**src/rtl/send_ack_scheduler_pkg.sv**
```systemverilog
// Shared types and defaults for the send/ack scheduler.
package send_ack_scheduler_pkg;

    localparam int DATA_W_DEF       = 16;
    localparam int N_PERIPH_DEF     = 2;
    localparam int SETUP_CYCLES_DEF = 1;
    localparam int TIMEOUT_DEF      = 64;

    typedef enum logic [2:0] {
        ST_IDLE,
        ST_SETUP,
        ST_REQ,
        ST_REL,
        ST_DONE
    } state_t;

    // Round-robin pick: the pointer's requester if it is asking, else the other one.
    function automatic logic pick_grant(input logic [1:0] valid, input logic rr);
        return valid[rr] ? rr : ~rr;
    endfunction

endpackage

```
**src/rtl/send_ack_scheduler_if.sv**
```systemverilog
// Requester and peripheral signals of the send/ack scheduler.
interface send_ack_scheduler_if import send_ack_scheduler_pkg::*; #(
    parameter int DATA_W   = DATA_W_DEF,
    parameter int N_PERIPH = N_PERIPH_DEF
) ();

    logic [1:0]          req_valid;
    logic [1:0]          req_dest;
    logic [2*DATA_W-1:0] req_data;
    logic [1:0]          req_ready;
    logic [DATA_W-1:0]   dado;
    logic [N_PERIPH-1:0] send;
    logic [N_PERIPH-1:0] ack;
    logic                done;
    logic                done_err;
    logic                done_id;
    logic                busy;

    modport master (
        input  req_valid, req_dest, req_data, ack,
        output req_ready, dado, send, done, done_err, done_id, busy
    );

    modport slave (
        output req_valid, req_dest, req_data, ack,
        input  req_ready, dado, send, done, done_err, done_id, busy
    );

endinterface

```
**src/rtl/send_ack_scheduler_sync_2ff.sv**
```systemverilog
// Two-flop synchronizer for signals arriving from unrelated clock domains.
module sync_2ff #(
    parameter int W = 1
) (
    input  logic         clk,
    input  logic         rst,
    input  logic [W-1:0] d,
    output logic [W-1:0] q
);

    logic [W-1:0] meta;

    always_ff @(posedge clk or posedge rst) begin
        if (rst) begin
            meta <= '0;
            q    <= '0;
        end else begin
            meta <= d;
            q    <= meta;
        end
    end

endmodule

```
**src/rtl/send_ack_scheduler.sv**
```systemverilog
// Arbitrates two requesters onto the shared dado bus and runs the send/ack
// four-phase handshake with the selected peripheral, aborting on a stall.
//   state | meaning
//   IDLE  | waiting for a request; grant cycle latches data/dest/id
//   SETUP | dado settling, waiting for a stale ack to clear
//   REQ   | send[dest] high, waiting for ack
//   REL   | send low, waiting for ack to drop
//   DONE  | one-cycle completion pulse
module send_ack_scheduler import send_ack_scheduler_pkg::*; #(
    parameter int DATA_W       = DATA_W_DEF,
    parameter int N_PERIPH     = N_PERIPH_DEF,
    parameter int SETUP_CYCLES = SETUP_CYCLES_DEF,
    parameter int TIMEOUT      = TIMEOUT_DEF
) (
    input logic                  clk,
    input logic                  rst,
    send_ack_scheduler_if.master bus
);

    localparam int                CNT_W   = (TIMEOUT > 1) ? $clog2(TIMEOUT) : 1;
    localparam logic [CNT_W-1:0]  TO_LAST = CNT_W'(TIMEOUT - 1);

    state_t              state, state_n;
    logic [CNT_W-1:0]    cnt;
    logic [N_PERIPH-1:0] ack_s;
    logic [DATA_W-1:0]   dado_q;
    logic                rr;
    logic                dest;
    logic                id;
    logic                err;
    logic                grant;
    logic                gnt_idx;
    logic                timeout;
    logic                cnt_last;
    logic                ack_dest;
    logic                setup_met;
    logic [N_PERIPH-1:0] send_w;
    logic [1:0]          req_ready_w;

    sync_2ff #(.W(N_PERIPH)) u_ack_sync (
        .clk (clk),
        .rst (rst),
        .d   (bus.ack),
        .q   (ack_s)
    );

    assign cnt_last  = (cnt == TO_LAST);
    assign ack_dest  = ack_s[dest];
    assign setup_met = (int'(cnt) >= SETUP_CYCLES - 1);

    always_comb begin
        state_n = state;
        grant   = 1'b0;
        gnt_idx = rr;
        timeout = 1'b0;
        case (state)
            ST_IDLE: begin
                if (!rst && (|bus.req_valid)) begin
                    grant   = 1'b1;
                    gnt_idx = pick_grant(bus.req_valid, rr);
                    state_n = ST_SETUP;
                end
            end
            ST_SETUP: begin
                if (setup_met && !ack_dest) begin
                    state_n = ST_REQ;
                end else if (cnt_last) begin
                    timeout = 1'b1;
                    state_n = ST_DONE;
                end
            end
            ST_REQ: begin
                if (ack_dest) begin
                    state_n = ST_REL;
                end else if (cnt_last) begin
                    // Still close out the handshake so the peripheral sees send fall.
                    timeout = 1'b1;
                    state_n = ST_REL;
                end
            end
            ST_REL: begin
                if (!ack_dest) begin
                    state_n = ST_DONE;
                end else if (cnt_last) begin
                    timeout = 1'b1;
                    state_n = ST_DONE;
                end
            end
            ST_DONE: state_n = ST_IDLE;
            default: state_n = ST_IDLE;
        endcase
    end

    always_ff @(posedge clk or posedge rst) begin
        if (rst) begin
            state  <= ST_IDLE;
            cnt    <= '0;
            dado_q <= '0;
            rr     <= 1'b0;
            dest   <= 1'b0;
            id     <= 1'b0;
            err    <= 1'b0;
        end else begin
            state <= state_n;
            if (state_n != state) begin
                cnt <= '0;
            end else if ((state inside {ST_SETUP, ST_REQ, ST_REL}) && !cnt_last) begin
                cnt <= cnt + 1'b1;
            end
            if (grant) begin
                dado_q <= gnt_idx ? bus.req_data[2*DATA_W-1:DATA_W] : bus.req_data[DATA_W-1:0];
                dest   <= bus.req_dest[gnt_idx];
                id     <= gnt_idx;
                rr     <= ~gnt_idx;
            end
            if (state == ST_DONE) begin
                err <= 1'b0;
            end else if (timeout) begin
                err <= 1'b1;
            end
        end
    end

    always_comb begin
        send_w      = '0;
        req_ready_w = '0;
        if (state == ST_REQ) begin
            send_w[dest] = 1'b1;
        end
        if (grant) begin
            req_ready_w[gnt_idx] = 1'b1;
        end
    end

    assign bus.send      = send_w;
    assign bus.req_ready = req_ready_w;
    assign bus.dado      = dado_q;
    assign bus.done      = (state == ST_DONE);
    assign bus.done_err  = (state == ST_DONE) && err;
    assign bus.done_id   = id;
    assign bus.busy      = (state != ST_IDLE);

endmodule

```
**src/flat_wrapper.sv**
```systemverilog
// flat-port wrapper written by rule: the top's interface ports become plain ports
module send_ack_scheduler_flat import send_ack_scheduler_pkg::*;
#(
    parameter int DATA_W       = DATA_W_DEF,
    parameter int N_PERIPH     = N_PERIPH_DEF,
    parameter int SETUP_CYCLES = SETUP_CYCLES_DEF,
    parameter int TIMEOUT      = TIMEOUT_DEF
)
  (clk, rst, bus_req_valid, bus_req_dest, bus_req_data, bus_ack, bus_req_ready, bus_dado, bus_send, bus_done, bus_done_err, bus_done_id, bus_busy);
  send_ack_scheduler_if #(.DATA_W(DATA_W), .N_PERIPH(N_PERIPH)) bus_i ();
  input logic clk;
  input logic rst;
  input wire logic [$bits(bus_i.req_valid)-1:0] bus_req_valid;
  input wire logic [$bits(bus_i.req_dest)-1:0] bus_req_dest;
  input wire logic [$bits(bus_i.req_data)-1:0] bus_req_data;
  input wire logic [$bits(bus_i.ack)-1:0] bus_ack;
  output wire logic [$bits(bus_i.req_ready)-1:0] bus_req_ready;
  output wire logic [$bits(bus_i.dado)-1:0] bus_dado;
  output wire logic [$bits(bus_i.send)-1:0] bus_send;
  output wire logic [$bits(bus_i.done)-1:0] bus_done;
  output wire logic [$bits(bus_i.done_err)-1:0] bus_done_err;
  output wire logic [$bits(bus_i.done_id)-1:0] bus_done_id;
  output wire logic [$bits(bus_i.busy)-1:0] bus_busy;
  assign bus_i.req_valid = bus_req_valid;
  assign bus_i.req_dest = bus_req_dest;
  assign bus_i.req_data = bus_req_data;
  assign bus_i.ack = bus_ack;
  assign bus_req_ready = bus_i.req_ready;
  assign bus_dado = bus_i.dado;
  assign bus_send = bus_i.send;
  assign bus_done = bus_i.done;
  assign bus_done_err = bus_i.done_err;
  assign bus_done_id = bus_i.done_id;
  assign bus_busy = bus_i.busy;
  send_ack_scheduler #(.DATA_W(DATA_W), .N_PERIPH(N_PERIPH), .SETUP_CYCLES(SETUP_CYCLES), .TIMEOUT(TIMEOUT)) u_core (.clk(clk), .rst(rst), .bus(bus_i));
endmodule
```
**config.mk**
```make
export PLATFORM = sky130hd
export DESIGN_NAME = send_ack_scheduler_flat
export DESIGN_NICKNAME = d
export VERILOG_FILES = /design/src/rtl/send_ack_scheduler_pkg.sv /design/src/rtl/send_ack_scheduler_if.sv /design/src/rtl/send_ack_scheduler_sync_2ff.sv /design/src/rtl/send_ack_scheduler.sv /design/src/flat_wrapper.sv
export SDC_FILE = /design/constraint.sdc
export NUM_CORES = 1
export LEC_CHECK = 0
export BUFFER_PORTS_ARGS = -buffer_cell sky130_fd_sc_hd__buf_2
export CAP_MARGIN = 20
export CORE_UTILIZATION = 52
export CTS_CLUSTER_SIZE = 20
export DETAILED_ROUTE_END_ITERATION = 6
export PLACE_DENSITY = 0.89
export RECOVER_POWER = 100
export SETUP_SLACK_MARGIN = 0.15
export SLEW_MARGIN = 20
export SYNTH_ARGS = -nofsm -noshare
export SYNTH_HDL_FRONTEND = slang
export SYNTH_HIERARCHICAL = 1
export SYNTH_SLANG_ARGS = --single-unit
export TNS_END_PERCENT = 50
```
**constraint.sdc**
```tcl
create_clock -name clk -period 3.15 [get_ports clk]
set_input_delay 0.1575 -clock clk [delete_from_list [all_inputs] [get_ports clk]]
set_output_delay 0.1575 -clock clk [all_outputs]
set_load 0.02 [all_outputs]
```
Yosys cells after proc, flatten, opt, wreduce, memory -nomap -nowiden
Cells that the tools add are included.

word-level totals
  input port bits = 40
  output and inout port bits = 24
  logic and storage cells = 70
  register bits after elaboration = 33

cells by class
  equal/unequal tests = 6
  $add $sub $neg = 1
  muxes and demuxes = 33
  bitwise gates (word level) = 2
  $lt $le $gt $ge = 5
  reduce and logical (&&, ||, !) cells = 14

operator list
  cell                                                                          count
  1-bit two-way mux                                                             18
  3-bit two-way mux                                                             6
  16-bit two-way mux                                                            1
  6-bit two-way mux                                                             2
  3-bit case mux with 4 select lines                                            1
  6-bit by 1-bit adder with 6-bit output, second input constant                 1
  3-bit by 2-bit == test with 1-bit output, second input constant               2
  6-bit == test, second input constant                                          1
  1-bit by 2-bit less-than comparator with 1-bit output, second input constant  3
  3-bit nonzero test                                                            2
  1-bit logical AND                                                             5
  2-bit two-way mux                                                             2
  2-bit nonzero test                                                            2
  2-bit OR reduction                                                            2
  3-bit by 1-bit == test with 1-bit output, second input constant               1
  3-bit == test, second input constant                                          1
  3-bit zero test                                                               1
  3-bit != test                                                                 1
  1-bit demux with 1-bit select                                                 2
  1-bit >= comparator, second input constant                                    2
  1-bit zero test                                                               2
  1-bit NOT                                                                     2
  1-bit case mux with 2 select lines                                            1

Depth between registers and ports, before layout
Gate-level depths: netlist of the first run.

  word-level depth = 10
  depth in mapped cells = 6
  gate-level depth less buffers = 5

By module
Netlist of the first run, hierarchy kept.

modules (own cells, without submodules)
  module              area an instance (um^2)  sequential area each (um^2)  cells each  times used
  send_ack_scheduler  1549.0                   725.7                        155         1
  sync_2ff            103.8                    100.1                        5           1

Worst setup path after synthesis of the first run
No wires, ideal clock.

  path kind = input to register
  from = input rst
  to = register u_core.id, in the netlist u_core/bus.done_id
  stages = 6
  arrival time = 1.724 ns
  slack = 1.298 ns
  buffers on the path = 2
  setup time = 0.128 ns
  cells stage by stage = inv_1 -> and3_1 -> clkbuf_1 -> buf_2 -> and2_1 -> nor2_1

on the way
  cells in the longest elaborated chain, start to end = 4
  elaborated cells between the ends (all ways) = 6

ends and longest elaborated chain
  element               line                       text
  start, declared       flat_wrapper.sv:12         input logic rst;
  1-bit zero test *     send_ack_scheduler.sv:58   if (!rst && (|bus.req_valid)) begin
  1-bit logical AND *   send_ack_scheduler.sv:58
  1-bit two-way mux     send_ack_scheduler.sv:58
  1-bit two-way mux     send_ack_scheduler.sv:56   case (state)
  end signal, assigned  send_ack_scheduler.sv:113  id <= gnt_idx;
  end, declared         send_ack_scheduler.sv:29   logic id;

Mark *: on every way between the ends. The rest lies on a longest branch, timed or not.
A chain may end at the register's enable or synchronous reset.

Worst setup path after layout of the first run
  from = register u_core.state[2]
  to = output bus_req_ready[1]

on the way
  cells in the longest elaborated chain, start to end = 7
  elaborated cells between the ends (all ways) = 9

ends and longest elaborated chain
  element                                                                                                             line                       text
  start, declared                                                                                                     send_ack_scheduler.sv:23   state_t state, state_n;
  start signal, assigned                                                                                              send_ack_scheduler.sv:104  state <= state_n;
  3-bit zero test *                                                                                                   send_ack_scheduler.sv:56
  1-bit two-way mux                                                                                                   send_ack_scheduler.sv:56
  1-bit by 2-bit less-than comparator with 1-bit output (not written as such) or 1-bit >= comparator (tied branches)  send_ack_scheduler.sv:131  req_ready_w[gnt_idx] = 1'b1;
  1-bit logical AND (not written as such)                                                                             send_ack_scheduler.sv:131
  1-bit two-way mux (not written as such)                                                                             send_ack_scheduler.sv:131
  1-bit demux with 1-bit select                                                                                       -
  2-bit two-way mux *                                                                                                 send_ack_scheduler.sv:130  if (grant) begin
  end, declared                                                                                                       flat_wrapper.sv:17         output wire logic [$bits(bus_i.req_ready)-1:0] bus_req_ready;

Marks and branches as above.

==> impl_results.html, run 1 <==
<table>
<tr><th>Metric</th><th>Value</th></tr>
<tr><th colspan="2">Synth</th></tr>
<tr><td>Flip-flop and latch count after synthesis</td><td>33</td></tr>
<tr><td>Post-Syn Area</td><td>1650 µm²</td></tr>
<tr><td>Most used flip-flop cell after synthesis</td><td>dfrtp_1</td></tr>
<tr><td>Number of enable-type register cells in the synthesized netlist</td><td>0</td></tr>
<tr><td>Multiplexer share of the synthesized area</td><td>13.7%</td></tr>
<tr><td>Top post-synthesis cells by count</td><td>dfrtp_1 (33), nor2_1 (28), mux2i_1 (20)</td></tr>
<tr><td>Fraction of the mapped netlist area in simple logic gates</td><td>17.0%</td></tr>
<tr><td>Cell types with the largest area share after synthesis</td><td>dfrtp_1 (50%), mux2i_1 (12%), nor2_1 (6.4%)</td></tr>
<tr><td>Avg Inst Size Synth</td><td>10.3 µm²</td></tr>
<tr><td>Share of synthesized area occupied by flip-flops and latches</td><td>50.0%</td></tr>
<tr><td>Yosys Warn Count</td><td>6</td></tr>
<tr><td>Most used standard cell by instance count after synthesis</td><td>dfrtp_1</td></tr>
<tr><td>Post-synthesis compound-gate area fraction</td><td>13.2%</td></tr>
<tr><td>Net count after synthesis</td><td>201</td></tr>
<tr><td>Synth top area share</td><td>50.0%</td></tr>
<tr><td>Synth Area in XOR/XNOR</td><td>1.06%</td></tr>
<tr><td>Post-synthesis cell type with the largest combined area</td><td>dfrtp_1</td></tr>
<tr><td>Share of synthesized flip-flops with an asynchronous set or reset</td><td>100%</td></tr>
<tr><td>Fraction of the mapped netlist area in adder cells</td><td>0.757%</td></tr>
<tr><td>Largest family of logic cells by synthesized area</td><td>simple AND/OR/NAND/NOR gates</td></tr>
<tr><td>Count of mapped cells out of synthesis</td><td>160</td></tr>
<tr><td>Synth unique cells</td><td>37</td></tr>
<tr><th colspan="2">Timing</th></tr>
<tr><td>Worst relative slew slack</td><td>1.74%</td></tr>
<tr><td>Hold Fails Final Rpt</td><td>0</td></tr>
<tr><td>Total negative setup slack</td><td>0 ns</td></tr>
<tr><td>Number of pins with negative max-slew slack in the final report</td><td>0</td></tr>
<tr><td>Highest achievable clock rate</td><td>408 MHz</td></tr>
<tr><td>Worst Skew</td><td>0.0110 ns</td></tr>
<tr><td>Transition at the pin with the smallest max-transition slack</td><td>1.47 ns</td></tr>
<tr><td>Time the final worst path needs with I/O delays and setup</td><td>2.45 ns</td></tr>
<tr><td>Fin crit share</td><td>77.7%</td></tr>
<tr><td>Endpoints failing setup</td><td>0</td></tr>
<tr><td>RSZ-0062 raised after global routing</td><td>false</td></tr>
<tr><th colspan="2">Global routing</th></tr>
<tr><td>Wire length of the first global-routing pass</td><td>5.45 mm</td></tr>
<tr><td>Gr busiest metal</td><td>met2</td></tr>
<tr><td>Global-route track usage on met2</td><td>36.9%</td></tr>
<tr><td>Met3 demand-to-capacity share in global routing</td><td>5.27%</td></tr>
<tr><td>Initial antenna violation count</td><td>0</td></tr>
<tr><td>Residual overflow from global routing</td><td>0</td></tr>
<tr><td>Met1 Use GR</td><td>25.1%</td></tr>
<tr><td>Largest net degree at the start of global routing</td><td>30</td></tr>
<tr><td>Global-route usage over all layers</td><td>21.4%</td></tr>
<tr><td>Number of global-route vias before repair</td><td>1310</td></tr>
<tr><th colspan="2">Layout</th></tr>
<tr><td>Growth of design area from synthesis to finish</td><td>22.7%</td></tr>
<tr><td>Net count reported at finish</td><td>268</td></tr>
<tr><td>Total area of sequential cells</td><td>826 µm²</td></tr>
<tr><td>Total of fill cells in the finished design</td><td>254</td></tr>
<tr><td>Area of the multi-input gates</td><td>739 µm²</td></tr>
<tr><td>Number of standard cells in the final layout excluding fillers</td><td>272</td></tr>
<tr><td>Ratio of cells with drive above 1 in the final layout</td><td>24.6%</td></tr>
<tr><td>Count of antenna diodes in the layout</td><td>0</td></tr>
<tr><th colspan="2">Floorplanning</th></tr>
<tr><td>Area inside the core boundary</td><td>3030 µm²</td></tr>
<tr><td>Number of placement rows</td><td>20</td></tr>
<tr><td>Height of the die</td><td>58.4 µm</td></tr>
<tr><td>Initial Utilization</td><td>54.6%</td></tr>
<tr><td>Die width</td><td>58.4 µm</td></tr>
<tr><td>Total I/O pin count</td><td>64</td></tr>
<tr><td>Die ar.</td><td>3410 µm²</td></tr>
<tr><th colspan="2">Routing</th></tr>
<tr><td>Number of DRC violations after detailed-routing iteration 0</td><td>35</td></tr>
<tr><td>TritonRoute pass-1 iters</td><td>4</td></tr>
<tr><td>Number of vias after detailed routing</td><td>1405</td></tr>
<tr><td>Post-route ant nets</td><td>0</td></tr>
<tr><td>Wire per inst</td><td>11.8 µm</td></tr>
<tr><td>Vias/cell</td><td>5.17</td></tr>
<tr><td>Total wire length after detailed routing</td><td>3.22 mm</td></tr>
<tr><td>DRC</td><td>0</td></tr>
<tr><th colspan="2">CTS</th></tr>
<tr><td>Level count of the clock H-tree</td><td>2</td></tr>
<tr><td>Clk sink count</td><td>33</td></tr>
<tr><td>PostCTS Resize Cnt</td><td>0</td></tr>
<tr><td>Register clock-pin slew on the reported worst setup and hold paths</td><td>0.11 ns</td></tr>
<tr><td>Clk buf depth</td><td>2</td></tr>
<tr><td>Clock latency of the later-clocked register in the worst-skew pair</td><td>0.34 ns</td></tr>
<tr><td>CTS tree</td><td>built</td></tr>
<tr><td>Root Buffer Master</td><td>clkbuf_4</td></tr>
<tr><td>Total CTS buffers</td><td>5</td></tr>
<tr><th colspan="2">Power</th></tr>
<tr><td>Worst supply voltage drop on vdd</td><td>0.000469 V</td></tr>
<tr><td>Leakage</td><td>0.899 nW</td></tr>
<tr><td>Pwr/cell area</td><td>830 nW/µm²</td></tr>
<tr><th colspan="2">Placed design</th></tr>
<tr><td>Final HPWL DP</td><td>2.45 mm</td></tr>
<tr><td>Final weighted congestion in routability-driven placement</td><td>0.769</td></tr>
<tr><td>Post-placement cell count</td><td>261</td></tr>
<tr><td>Port-buffer cells</td><td>63</td></tr>
<tr><th colspan="2">Worst setup path</th></tr>
<tr><td>Startpoint-to-endpoint class of the critical path</td><td>reg -&gt; out</td></tr>
<tr><td>Data arrival time of the critical path</td><td>2.29 ns</td></tr>
<tr><td>Critical path required time</td><td>2.99 ns</td></tr>
<tr><td>Category of the worst setup path launch point</td><td>flop</td></tr>
<tr><td>Kind of capture point of the worst setup path</td><td>output pin</td></tr>
<tr><td>Maximum fanout along the worst path</td><td>16</td></tr>
<tr><th colspan="2">Flow run</th></tr>
<tr><td>Max-capacitance violation count</td><td>0</td></tr>
<tr><th colspan="2">Outcome</th></tr>
<tr><td>Run status</td><td>finished clean</td></tr>
<tr><th colspan="2">Hold path</th></tr>
<tr><td>Kind of path behind the tightest hold check</td><td>in -&gt; reg</td></tr>
</table>
[layer usage]
metal	vias to the layer above	share of wire, %	wire length (µm)
met1	645	44	1420
met3	5	5.4	174
met4	0	1.6	53
li1	702	-	-
met5	-	0	0
met2	53	49	1570
[stage by stage]
stage / power (mW) / worst slack, ns / hold WS (ns) / instance area [µm²] / utilization, %
final: 1.68 / 0.701 / 0.106 / 2030 / 67.0
after global routing: 1.80 / 0.510 / 0.107 / 2030 / 67.0
after global placement: 1.48 / 1.27 / 0.0789 / 1990 / 65.8
after floorplan: 1.27 / 1.30 / -0.0764 / 1650 / -
after CTS: 1.74 / 0.865 / 0.104 / 2080 / 68.6
after detailed placement: 1.51 / 1.21 / 0.0863 / 1990 / 65.8
[critical path, cell delays in order (launching register included)]
cell and delay, ns:
dfrtp_1 0.51, or3_1 0.44, nor3_1 0.35, buf_4 0.27
nor2b_1 0.14, clkbuf_1 0.23
[area by class of cell]
type	count	area share [%]
timing repair buffer	70	16.8
clock inverter	3	0.864
tap	44	2.71
clock buffer	5	1.85
multi-input combinational	114	36.5
sequential	33	40.7
inverter	3	0.555
[final timing paths]
kind,from,endpoint,slack (ns),cells after the start
setup / recovery,u_core/state[2]$_DFF_PP0_,bus_req_ready[1],0.70,5
setup reg to reg,u_core/state[2]$_DFF_PP0_,u_core/bus.dado[15]$_DFFE_PP0P_,1.07,6
hold / removal,bus_req_data[29],u_core/bus.dado[13]$_DFFE_PP0P_,0.11,3
min in group asynchronous,rst,u_core/u_ack_sync/q[0]$_DFF_PP0_,0.25,3
max in group asynchronous,rst,u_core/err$_DFFE_PP0P_,1.39,4
hold reg to reg,u_core/u_ack_sync/meta[1]$_DFF_PP0_,u_core/u_ack_sync/q[1]$_DFF_PP0_,0.36,0
[layout by cell type, fill, tap and decap left out, drive strengths merged]
master	count
nor3b	2
xor2	2
o32a	1
or2	1
nand4	1
clkinvlp	1
and3	3
clkbuf	30
nand3	2
or3	1
mux2i	20
o2bb2ai	1
buf	42
o211ai	3
inv	3
a211oi	2
o21ba	1
nor4bb	1
mux2	2
nor2b	2
dlygate4sd3	3
dfrtp	33
nand2	6
nand2b	1
nor2	28
o21ai	4
a21oi	19
ha	1
clkinv	2
a31oi	1
a31o	1
nor3	3
nor4	2
and2	2
a32o	1
[kinds of logic (layout without fill, tap and decap cells)]
group                      count (synthesis)  count (layout)
AOI/OAI and AO/OA                         34              34
and+or+nand+nor                           55              55
xor gates and xnor gates                   2               2
adders and majority gates                  1               1
buffers and inverters                     13              81
muxes                                     22              22
DFF                                       33              33
[where the power goes]
part           internal [mW]  switching [mW]  leakage [nW]  total, mW
Combinational          0.283           0.461         0.482      0.744
Clock                 0.0841           0.149        0.0310      0.233
Sequential             0.574           0.131         0.386      0.705
Total                  0.941           0.741         0.899       1.68
[state kept, by name, summed over array words and instances, names as in the netlist]
name,flops
u_core/state,3
u_core/cnt,6
u_core/bus.dado,16
u_core/u_ack_sync/q,2
u_core/u_ack_sync/meta,2
u_core/err,1
u_core/rr,1
u_core/bus.done_id,1
u_core/dest,1
[repair_timing]
action                                 CTS  global route
endpoints found under the hold margin   35             0
setup buffers                            0             0
hold buffers                             3             0
(Power assumes the default switching activity.)
==> inputs of run 2 (changes only) <==
- CORE_UTILIZATION: 52 -> 48
- PLACE_DENSITY: 0.89 -> 0.84
- clock period: 3.15 -> 2.3 ns (I/O delays scaled with it)
==> run 2 against run 1 <==
Compared with the run above: sequential cell count unchanged; highest routed layer unchanged; clock-buffer cell count up 2; global-route usage down 0.20 points; critical path type unchanged.
==> impl_results.html, run 2 (same netlist as run 1, synthesis figures left out) <==
<table>
<tr><th>Metric</th><th>Value</th></tr>
<tr><th colspan="2">Outcome</th></tr>
<tr><td>Run status</td><td>finished clean (unchanged)</td></tr>
<tr><th colspan="2">Placed design</th></tr>
<tr><td>Final HPWL DP</td><td>2.69 mm (was 2.45 mm)</td></tr>
<tr><td>Final weighted congestion in routability-driven placement</td><td>0.756 (was 0.769)</td></tr>
<tr><td>Port-buffer cells</td><td>63 (unchanged)</td></tr>
<tr><th colspan="2">Worst setup path</th></tr>
<tr><td>Startpoint-to-endpoint class of the critical path</td><td>reg -&gt; out (unchanged)</td></tr>
<tr><td>Worst r2r dst</td><td>u_core/bus.dado[14]$_DFFE_PP0P_ (was u_core/bus.dado[15]$_DFFE_PP0P_)</td></tr>
<tr><td>Reg2reg start</td><td>u_core/state[0]$_DFF_PP0_ (was u_core/state[2]$_DFF_PP0_)</td></tr>
<tr><td>Critical path required time</td><td>2.18 ns (was 2.99 ns)</td></tr>
<tr><td>Maximum fanout along the worst path</td><td>20 (was 16)</td></tr>
<tr><td>R2R Setup Slk</td><td>0.33 ns (was 1.07 ns)</td></tr>
<tr><td>Data arrival time of the critical path</td><td>1.97 ns (was 2.29 ns)</td></tr>
<tr><td>Depth of the worst register-to-register path</td><td>5 (was 6)</td></tr>
<tr><td>Kind of capture point of the worst setup path</td><td>output pin (unchanged)</td></tr>
<tr><td>Category of the worst setup path launch point</td><td>flop (unchanged)</td></tr>
<tr><th colspan="2">Global routing</th></tr>
<tr><td>Global-route usage over all layers</td><td>21.2% (was 21.4%)</td></tr>
<tr><td>Wire length of the first global-routing pass</td><td>5.51 mm (was 5.45 mm)</td></tr>
<tr><td>Largest net degree at the start of global routing</td><td>41 (was 30)</td></tr>
<tr><td>Initial antenna violation count</td><td>0 (unchanged)</td></tr>
<tr><td>Number of global-route vias before repair</td><td>1232 (was 1310)</td></tr>
<tr><td>Residual overflow from global routing</td><td>0 (unchanged)</td></tr>
<tr><th colspan="2">Layout</th></tr>
<tr><td>Net count reported at finish</td><td>274 (was 268)</td></tr>
<tr><td>Highest-count cells in the layout ignoring fill and taps</td><td>buf_2 (41), dfrtp_1 (31), nor2_1 (28), clkbuf_1 (23), mux2i_1 (20) (was buf_2 (39), dfrtp_1 (33), nor2_1 (28), clkbuf_1 (25), mux2i_1 (20))</td></tr>
<tr><td>Leading cell type in the layout, fill and taps excluded</td><td>buf_2 (unchanged)</td></tr>
<tr><td>Growth of design area from synthesis to finish</td><td>27.5% (was 22.7%)</td></tr>
<tr><td>Ratio of cells with drive above 1 in the final layout</td><td>28.6% (was 24.6%)</td></tr>
<tr><td>Total of fill cells in the finished design</td><td>272 (was 254)</td></tr>
<tr><td>Count of antenna diodes in the layout</td><td>0 (unchanged)</td></tr>
<tr><td>Max FFs per register</td><td>16 (unchanged)</td></tr>
<tr><th colspan="2">Timing</th></tr>
<tr><td>Hold Fails Final Rpt</td><td>0 (unchanged)</td></tr>
<tr><td>Worst Skew</td><td>0.00874 ns (was 0.0110 ns)</td></tr>
<tr><td>RSZ-0062 raised after global routing</td><td>false (unchanged)</td></tr>
<tr><td>Number of pins with negative max-slew slack in the final report</td><td>0 (unchanged)</td></tr>
<tr><td>Fin crit share</td><td>90.6%</td></tr>
<tr><td>Endpoints failing setup</td><td>0 (unchanged)</td></tr>
<tr><td>Hold slack</td><td>0.0726 ns (was 0.106 ns)</td></tr>
<tr><td>Transition at the pin with the smallest max-transition slack</td><td>0.405 ns (was 1.47 ns)</td></tr>
<tr><td>Time the final worst path needs with I/O delays and setup</td><td>2.08 ns</td></tr>
<tr><td>Total negative setup slack</td><td>0 ns (unchanged)</td></tr>
<tr><td>Worst relative slew slack</td><td>73.0% (was 1.74%)</td></tr>
<tr><td>Highest achievable clock rate</td><td>480 MHz</td></tr>
<tr><th colspan="2">CTS</th></tr>
<tr><td>Root Buffer Master</td><td>clkbuf_4 (unchanged)</td></tr>
<tr><td>Total CTS buffers</td><td>5 (unchanged)</td></tr>
<tr><td>Register clock-pin slew on the reported worst setup and hold paths</td><td>0.10 ns (was 0.11 ns)</td></tr>
<tr><td>Clk sink count</td><td>33 (unchanged)</td></tr>
<tr><td>Level count of the clock H-tree</td><td>2 (unchanged)</td></tr>
<tr><td>CTS tree</td><td>built (unchanged)</td></tr>
<tr><td>Clk buf depth</td><td>2 (unchanged)</td></tr>
<tr><td>Clock latency of the later-clocked register in the worst-skew pair</td><td>0.34 ns (about the same)</td></tr>
<tr><th colspan="2">Floorplanning</th></tr>
<tr><td>Total I/O pin count</td><td>64 (unchanged)</td></tr>
<tr><td>Area inside the core boundary</td><td>3150 µm² (was 3030 µm²)</td></tr>
<tr><td>Initial Utilization</td><td>52.4% (was 54.6%)</td></tr>
<tr><td>Die ar.</td><td>3680 µm² (was 3410 µm²)</td></tr>
<tr><td>Number of placement rows</td><td>20 (unchanged)</td></tr>
<tr><td>Die width</td><td>60.7 µm (was 58.4 µm)</td></tr>
<tr><td>Height of the die</td><td>60.7 µm (was 58.4 µm)</td></tr>
<tr><th colspan="2">Routing</th></tr>
<tr><td>Vias/cell</td><td>5.13 (was 5.17)</td></tr>
<tr><td>Wire per inst</td><td>14.0 µm (was 11.8 µm)</td></tr>
<tr><td>Number of vias after detailed routing</td><td>1425 (was 1405)</td></tr>
<tr><td>DRC</td><td>0 (unchanged)</td></tr>
<tr><td>TritonRoute pass-1 iters</td><td>4 (unchanged)</td></tr>
<tr><td>Number of DRC violations after detailed-routing iteration 0</td><td>76 (was 35)</td></tr>
<tr><td>Total wire length after detailed routing</td><td>3.89 mm (was 3.22 mm)</td></tr>
<tr><td>Post-route ant nets</td><td>0 (unchanged)</td></tr>
<tr><th colspan="2">Power</th></tr>
<tr><td>Worst supply voltage drop on vdd</td><td>0.000723 V (was 0.000469 V)</td></tr>
<tr><td>Leakage</td><td>0.945 nW (was 0.899 nW)</td></tr>
<tr><td>Pwr/cell area</td><td>1160 nW/µm² (was 830 nW/µm²)</td></tr>
<tr><th colspan="2">Hold path</th></tr>
<tr><td>Worst hold endpoint</td><td>u_core/bus.dado[9]$_DFFE_PP0P_ (was u_core/bus.dado[13]$_DFFE_PP0P_)</td></tr>
<tr><td>Kind of path behind the tightest hold check</td><td>in -&gt; reg (unchanged)</td></tr>
<tr><td>Hold-critical path depth</td><td>3 (unchanged)</td></tr>
<tr><td>Worst Hold Launch</td><td>bus_req_data[25] (was bus_req_data[29])</td></tr>
<tr><th colspan="2">Flow run</th></tr>
<tr><td>Max-capacitance violation count</td><td>0 (unchanged)</td></tr>
</table>
## run 2: changes by cell type in the layout (fill, tap and decap cells not counted), moves of 2 or more
cell,change
buf_2,+2
clkbuf_1,-2
dfrtp_2,+2
buf_4,+4
clkbuf_8,+2
dfrtp_1,-2
## run 2: worst max-delay path: stages, from the launching register on
cell     delay (ns)
dfrtp_1        0.50
or3_4          0.39
nor3_4         0.24
buf_12         0.18
and2_1         0.15
buf_2          0.16
## run 2: where the power goes
group          internal, mW  switching, mW
clock network         0.177          0.186
logic                 0.435          0.691
registers             0.789          0.158
## run 2: repair_timing
| action | CTS | global route |
|---|---|---|
| hold endpoints to repair | 35 | 0 |
| endpoints found under the setup margin | 2 | 2 |
| buffers inserted | 0 | 6 |
| hold buffers | 3 | 0 |
| resized for setup | 1 | 2 |
| gates cloned | 0 | 1 |
| pin swaps | 0 | 1 |
## run 2: routing by layer
| layer | vias up | routed length, µm | part of all wire [%] | global-route usage, % |
|---|---|---|---|---|
| met5 | - | 0 | 0 | 0 |
| met4 | 0 | 64 | 1.6 | 9.42 |
| met3 | 9 | 178 | 4.6 | 5.76 |
| met2 | 36 | 2040 | 52 | 35.5 |
| met1 | 670 | 1610 | 41 | 25.7 |
| li1 | 710 | - | - | - |
## run 2: final cells by class
| class | count | area, µm² | share of cell area (%) |
|---|---|---|---|
| sequential | 33 | 828 | 39.3 |
| multi-input combinational | 114 | 743 | 35.3 |
| timing repair buffer | 76 | 399 | 18.9 |
| clock buffer | 7 | 65.1 | 3.09 |
| tap | 44 | 55.1 | 2.61 |
| inverter | 3 | 11.3 | 0.534 |
| clock inverter | 1 | 5.00 | 0.238 |
## run 2: stage by stage
step                instance area (µm²)  worst slack [ns]  cells  power [mW]  utilization, %
floorplan                          1650             0.491    160        1.74               -
global placement                   2000             0.516    260        2.03            63.4
detailed placement                 2000             0.481    260        2.08            63.4
CTS                                2100             0.167    271        2.44            66.6
global route                       2110             0.115    278        2.61            66.8
finish                             2110             0.215    278        2.44            66.8
## run 2: worst max-delay path by stage
stage	startpoint	end	slack, ns	depth (start not counted)
floorplan	rst	u_core/bus.done_id$_DFFE_PP0P_	0.49	6
detailed placement	u_core/state[2]$_DFF_PP0_	u_core/rr$_DFFE_PP0P_	0.48	4
global route	u_core/state[0]$_DFF_PP0_	bus_req_ready[0]	0.11	5
global placement	u_core/state[2]$_DFF_PP0_	u_core/rr$_DFFE_PP0P_	0.52	4
CTS	u_core/state[2]$_DFF_PP0_	bus_req_ready[0]	0.17	5
finish	u_core/state[0]$_DFF_PP0_	bus_req_ready[0]	0.22	5
